<file path="config.mk">
export PLATFORM = sky130hd
export DESIGN_NAME = cdb_arbiter
export DESIGN_NICKNAME = d
export VERILOG_FILES = /design/src/rtl/cdb_arbiter.sv
export SDC_FILE = /design/constraint.sdc
export NUM_CORES = 1
export LEC_CHECK = 0
export ABC_AREA = 1
export BUFFER_PORTS_ARGS = -buffer_cell sky130_fd_sc_hd__buf_2
export CORE_MARGIN = 2
export CORE_UTILIZATION = 35
export CTS_CLUSTER_DIAMETER = 30
export DETAILED_ROUTE_END_ITERATION = 10
export SLEW_MARGIN = 10
export SYNTH_ARGS = -nofsm -noshare
export SYNTH_HDL_FRONTEND = slang
export SYNTH_SLANG_ARGS = --single-unit
</file>
<file path="constraint.sdc">
create_clock -name clk -period 4.6 [get_ports clk]
set_input_delay 0.46 -clock clk [delete_from_list [all_inputs] [get_ports clk]]
set_output_delay 0.46 -clock clk [all_outputs]
set_load 0.1 [all_outputs]
</file>
<file path="src/rtl/cdb_arbiter.sv">
// Common data bus arbiter: one pending slot per functional unit,
// round-robin broadcast of one result per cycle onto the CDB.
module cdb_arbiter #(
  parameter int NUM_FU    = 4,
  parameter int BIT_WIDTH = 32,
  parameter int TAG_WIDTH = 8
) (
  input  logic                 clk,
  input  logic                 reset,
  input  logic [NUM_FU-1:0]    fu_resValid,
  input  logic [TAG_WIDTH-1:0] fu_resTag   [NUM_FU],
  input  logic [BIT_WIDTH-1:0] fu_resValue [NUM_FU],
  output logic [NUM_FU-1:0]    fu_resAccept,
  output logic [TAG_WIDTH-1:0] cdb_tag,
  output logic [BIT_WIDTH-1:0] cdb_value,
  output logic                 cdb_valid,
  output logic                 busy
);

  localparam int PW = $clog2(NUM_FU);
  localparam logic [PW-1:0] LAST = PW'(NUM_FU - 1);

  logic [NUM_FU-1:0]    pend;
  logic [NUM_FU-1:0]    grant;
  logic [TAG_WIDTH-1:0] e_tag [NUM_FU];
  logic [BIT_WIDTH-1:0] e_val [NUM_FU];
  logic [PW-1:0]        rr_ptr;
  logic [PW-1:0]        g_idx;
  logic [PW-1:0]        nxt_ptr;
  logic [PW-1:0]        scan_idx;
  logic                 g_any;

  // Scan from rr_ptr with an explicit wrap so odd NUM_FU works.
  always_comb begin
    grant    = '0;
    g_idx    = '0;
    g_any    = 1'b0;
    scan_idx = rr_ptr;
    for (int k = 0; k < NUM_FU; k++) begin
      if (!g_any && pend[scan_idx]) begin
        g_any           = 1'b1;
        g_idx           = scan_idx;
        grant[scan_idx] = 1'b1;
      end
      scan_idx = (scan_idx == LAST) ? '0 : scan_idx + 1'b1;
    end
  end

  assign nxt_ptr      = (g_idx == LAST) ? '0 : g_idx + 1'b1;
  assign fu_resAccept = ~pend | grant;
  assign busy         = |pend;

  always_ff @(posedge clk) begin
    for (int i = 0; i < NUM_FU; i++) begin
      if (fu_resValid[i] && fu_resAccept[i]) begin
        e_tag[i] <= fu_resTag[i];
        e_val[i] <= fu_resValue[i];
      end
    end
  end

  always_ff @(posedge clk) begin
    if (reset) begin
      pend      <= '0;
      rr_ptr    <= '0;
      cdb_valid <= 1'b0;
      cdb_tag   <= '0;
      cdb_value <= '0;
    end else begin
      // A capture on the granted slot wins over the grant's clear.
      for (int i = 0; i < NUM_FU; i++) begin
        if (fu_resValid[i] && fu_resAccept[i])
          pend[i] <= 1'b1;
        else if (grant[i])
          pend[i] <= 1'b0;
      end
      if (g_any) begin
        cdb_valid <= 1'b1;
        cdb_tag   <= e_tag[g_idx];
        cdb_value <= e_val[g_idx];
        rr_ptr    <= nxt_ptr;
      end else begin
        cdb_valid <= 1'b0;
      end
    end
  end

endmodule

</file>
Word level (Yosys, flattened, before mapping)
Memory sizes are Yosys's and may differ from the RTL's. A register that Yosys moved wholly into a read port is not among the register bits.
Index checks and enable logic that the tools add are counted.
{ "op_classes": {"add_sub_neg": 4, "order_cmp": 8, "n_eq_ne": 4, "n_mux": 49, "n_bitwise": 5, "reduce_logical": 19} }
{ "op_table": {"columns": ["operator", "count"], "rows": [
  ["$mux W1", 29],
  ["$mux W2", 8],
  ["$mux W4", 4],
  ["$or A4 B4 Y4", 4],
  ["$lt A2 B3 Y1 const B", 4],
  ["$logic_and A1 B1 Y1", 11],
  ["$add A2 B1 Y2 const B", 4],
  ["$bmux W1 S2", 4],
  ["$demux W1 S2", 4],
  ["$eq A2 B2 Y1 const B", 4],
  ["$ge A2 B1 Y1 const B", 4],
  ["$reduce_bool A2 Y1", 4],
  ["$not A4 Y4", 1],
  ["$reduce_or A4 Y1", 1],
  ["$logic_not A1 Y1", 3]
]} }
{ "word_totals": {"ff_bits": 7, "ram_bits": 160, "out_inout_bits": 46, "word_cells": 97, "memories": 2} }
{ "memory_table": {"columns": ["memory", "words", "width", "rd", "rd_ports_with_merged_regs", "write_ports", "line_no", "text"], "rows": [
  ["e_val", 4, 32, 1, 1, 4, "26", "logic [BIT_WIDTH-1:0] e_val [NUM_FU];"],
  ["e_tag", 4, 8, 1, 1, 4, "25", "logic [TAG_WIDTH-1:0] e_tag [NUM_FU];"]
]} }

Depth between registers and ports, before layout
{ "logic_depth": {"word_depth": 16, "mapped_depth": 17, "depth_no_buf": 16} }

Worst setup path before layout
Ideal clock, no wire load.
{ "synth_timing": {"path_kind": "flip-flop to flip-flop", "start": "register rr_ptr[0]", "end": "memory e_tag[3][0] (enable)", "setup_ns": 0.451, "t_arrival_ns": 3.726, "required_time_ns": 4.149, "setup_slack_ns": 0.423, "path_stages_with_launch": 13, "path_buffers": 0, "cell_sequence": "dfxtp_1 inv_2 ha_1 inv_1 nand2_1 nand2_1 nand2_1 nand2_1 inv_1 nand3_2 nor2_1 nor3_1 a21oi_1"} }
{ "synth_rtl": {"columns": ["item", "line_no", "text"], "rows": [
  ["start: declaration", "27", "logic [PW-1:0] rr_ptr;"],
  ["start signal: assignment", "81", "rr_ptr <= nxt_ptr;"],
  ["end: declaration", "25", null]
]} }

Worst setup path in the final report
{ "layout_timing": {"start": "register rr_ptr[0]", "end": "output port fu_resAccept[0]"} }
{ "layout_between": {"elab_chain_cells": 13, "elab_cells_between_ends": 54} }
{ "layout_rtl": {"columns": ["item", "line_no", "text"], "rows": [
  ["$add A2 B1 Y2 (tied with other cells)", "45", "scan_idx = (scan_idx == LAST) ? '0 : scan_idx + 1'b1;"],
  ["$mux W2 or $mux W1 (tied branches)", "45, 40", null],
  ["$add A2 B1 Y2 (tied with other cells)", "45", null],
  ["$mux W2 (tied with other cells)", "45", null],
  ["$add A2 B1 Y2 (tied with other cells)", "45", null],
  ["$mux W2 (tied with other cells)", "45", null],
  ["$lt A2 B3 Y1 (not written as such) (tied with other cells)", "43", "grant[scan_idx] = 1'b1;"],
  ["$logic_and A1 B1 Y1 (not written as such) (tied with other cells)", "43", null],
  ["$mux W1 (not written as such) (tied with other cells)", "43", null],
  ["$demux W1 S2 (tied with other cells)", "43", null],
  ["$or A4 B4 Y4 (no source line) or $logic_and A1 B1 Y1 (tied branches)", null, null],
  ["$mux W4 (*)", "40", "if (!g_any && pend[scan_idx]) begin"],
  ["$or A4 B4 Y4 (*)", "50", "assign fu_resAccept = ~pend | grant;"],
  ["end: declaration", "13", "output logic [NUM_FU-1:0] fu_resAccept,"]
]} }
Mark *: on every way between the ends. The rest lies on a longest branch, timed or not. The select of a mux whose other input is x is not followed.

==> flow_summary.ini <==
[cells_and_area]
syn_to_final_growth_pct = 33.0
final_common_cell = inv_1
mostFrequentLayoutCells = 258 x inv_1, 211 x buf_2, 208 x nand3_1, 160 x edfxtp_1, 156 x nand2_1
fin_nets = 1368
drive_above_1_share_pct = 25.6

[yosys]
syn_inst = 968
ys_seq_area_share_pct = 62.9
synth_top_area_share_pct = 52.6
synthTopCellsByArea = edfxtp_1 53%, nand3_1 11%, inv_1 11%
synthSimpleGateAreaFrac_pct = 19.6
synth_nets = 1141
synthXorXnorAreaFrac_pct = 0.0959
synth_cell_types = 28
yosys_register_bits = 207
synth.area.mux_share_pct = 0
synth_fa_ha_area_share_pct = 0.959
synth_top_family_by_area = simple AND/OR/NAND/NOR gates
synth_area_per_cell_um2 = 9.44
synth_compound_area_share_pct = 3.11
yosysTopAreaCell = edfxtp_1
yosys_warnings = 0
synthesis.area_um2 = 9130

[sta]
slew_viol_final = 0
tightest_slew_ps = 1040
max_freq_mhz = 266
hold_viol = 0
rsz0062_at_grt = no
fin_tns_setup_ps = 0
max-slew-margin-rel_pct = 30.4
finClkSkew_ps = 22.1
min_period_over_period_pct = 81.7
period_minus_slack_ps = 3760
setup-violations-final = 0

[clocking]
cts_tree = done
cts.path.max_buffers = 3
htreeDepth = 2
numCtsBuffers = 48
cts.sinks = 207
cts_root_buf = clkbuf_16
cts_setup_buffers = 0
cts-resized-gates = 0
clkLatencyLatePin_ps = 520
clkTransAtPathRegs_ps = 40
ctsHoldBuffers = 0

[outcome]
outcome = finished, final reports clean

[worst_hold_path]
hold_class = input pin to flop

[die]
core_um2 = 25800
initial_utilization_pct = 35.4
die_w_um = 166
die_h_um = 166
die_area_um2 = 27400
std_cell_rows = 59
io_pins = 212

[grt]
grt_overflow = 0
grt_pass1_vias = 6933
grt_pass1_wl_um = 37000
antenna_found_initial = 1
grt_usage_pct = 17.7
grt_max_degree = 83

[setup_path]
crit_path_max_incr_delay_ps = 530
slowest_stage = dfxtp_1
path_max_fanout = 10
end_kind = output pin
crit_chain = inv_2 > ha_1 > inv_1 > nand2_1 > nand2_1 > nand2_1 > nand2_1 > inv_1 > nand3_2 > nor2_1 > nor3_1 > nand2_1 > buf_2
path_class = flop to output pin
cp-start-kind = flop
critPathRequiredTime_ps = 4140
critPathMostFrequentCell = nand2_1
cp.arrival_ps = 3300

[job]
drv_cap = 0

[place]
portBuffers = 211
gp_congestion = 0.842
place_hpwl_um = 15700

[route]
vias_per_cell = 4.53
drt_pass1_iterations = 8
drt-initial-drc-count = 543
via_count = 7108
wl_per_cell_um = 15.6
wl_um = 24400
drc = 0
final_antenna_net_count = 0
[logic make-up (layout without fill, tap and decap cells)]
kind of cell    after synthesis  count (layout)
flops                       207             207
compound gates               54              54
simple gates                394             394
fa+ha+maj                     7               7
buf+inv                     305             570
other cells                   0               1
xor+xnor                      1               1
[sequential cells by signal (all words and copies together) (netlist names)]
| register | count |
|---|---|
| cdb_valid | 1 |
| pend | 4 |
| cdb_value | 32 |
| cdb_tag | 8 |
| e_val | 128 |
| e_tag | 32 |
| rr_ptr | 2 |
[synthesized netlist by cell type]
cell / count
nor3_1: 4
inv_2: 3
dfxtp_1: 47
buf_2: 16
nand4_2: 1
nand3_1: 208
a21oi_1: 9
buf_4: 3
nand3_2: 1
a22o_1: 3
nor2_1: 13
clkbuf_1: 16
inv_1: 258
nand4_1: 2
nand2_2: 3
ha_1: 7
and2_1: 2
o21ai_0: 18
buf_6: 5
nor2_4: 1
edfxtp_1: 160
xor2_1: 1
nand2_4: 1
nand2_1: 157
o21ai_1: 23
buf_1: 4
a211oi_1: 1
nor2_2: 1
[area by class of cell]
| class | instances | area [um2] |
|---|---|---|
| Antenna cell | 1 | 2.50 |
| Clock buffer | 52 | 1250 |
| Clock inverter | 36 | 395 |
| Fill cell | 2428 | 13700 |
| Inverter | 261 | 980 |
| Multi-Input combinational cell | 456 | 2230 |
| Sequential cell | 207 | 5750 |
| Tap cell | 335 | 419 |
| Timing Repair Buffer | 221 | 1130 |
[final timing paths]
| check | start | end | slack [ps] | cells past startpoint |
|---|---|---|---|---|
| hold reg to reg | cdb_value[22] | cdb_value[22] | 550 | 4 |
| setup reg to reg | rr_ptr[0] | cdb_value[12] | 1170 | 16 |
| setup / recovery | rr_ptr[0] | fu_resAccept[0] | 840 | 13 |
| hold / removal | fu_resValue[13] | e_val[3][13] | 110 | 1 |
[metrics by stage]
stage	hold WS (ps)	utilization [%]	cell area (um2)	std cells	setup WS, ps
floorplan	497	-	9130	968	423
global placement	525	40.7	10500	1480	1350
detailed placement	543	40.7	10500	1480	1210
CTS	84.2	47.0	12100	1568	838
global route	84.5	47.0	12200	1569	519
finish	113	47.0	12200	1569	841
[layer usage]
| layer | vias up | routed length [um] | GRT usage, % |
|---|---|---|---|
| li1 | 3547 | - | - |
| met1 | 3269 | 10700 | 24.0 |
| met2 | 244 | 11600 | 28.5 |
| met3 | 48 | 1630 | 3.12 |
| met4 | 0 | 543 | 6.03 |
| met5 | - | 0 | 0 |
[worst max-delay path, delay by kind of cell, from the launching register on]
| kind | cells | cell delay, ps |
|---|---|---|
| flops | 1 | 530 |
| simple gates | 8 | 1040 |
| fa+ha+maj | 1 | 420 |
| buf+inv | 4 | 790 |
Power is left out: the tool's default activity adds up to more than one toggle a clock period on the data nets, which glitch-free logic cannot reach.
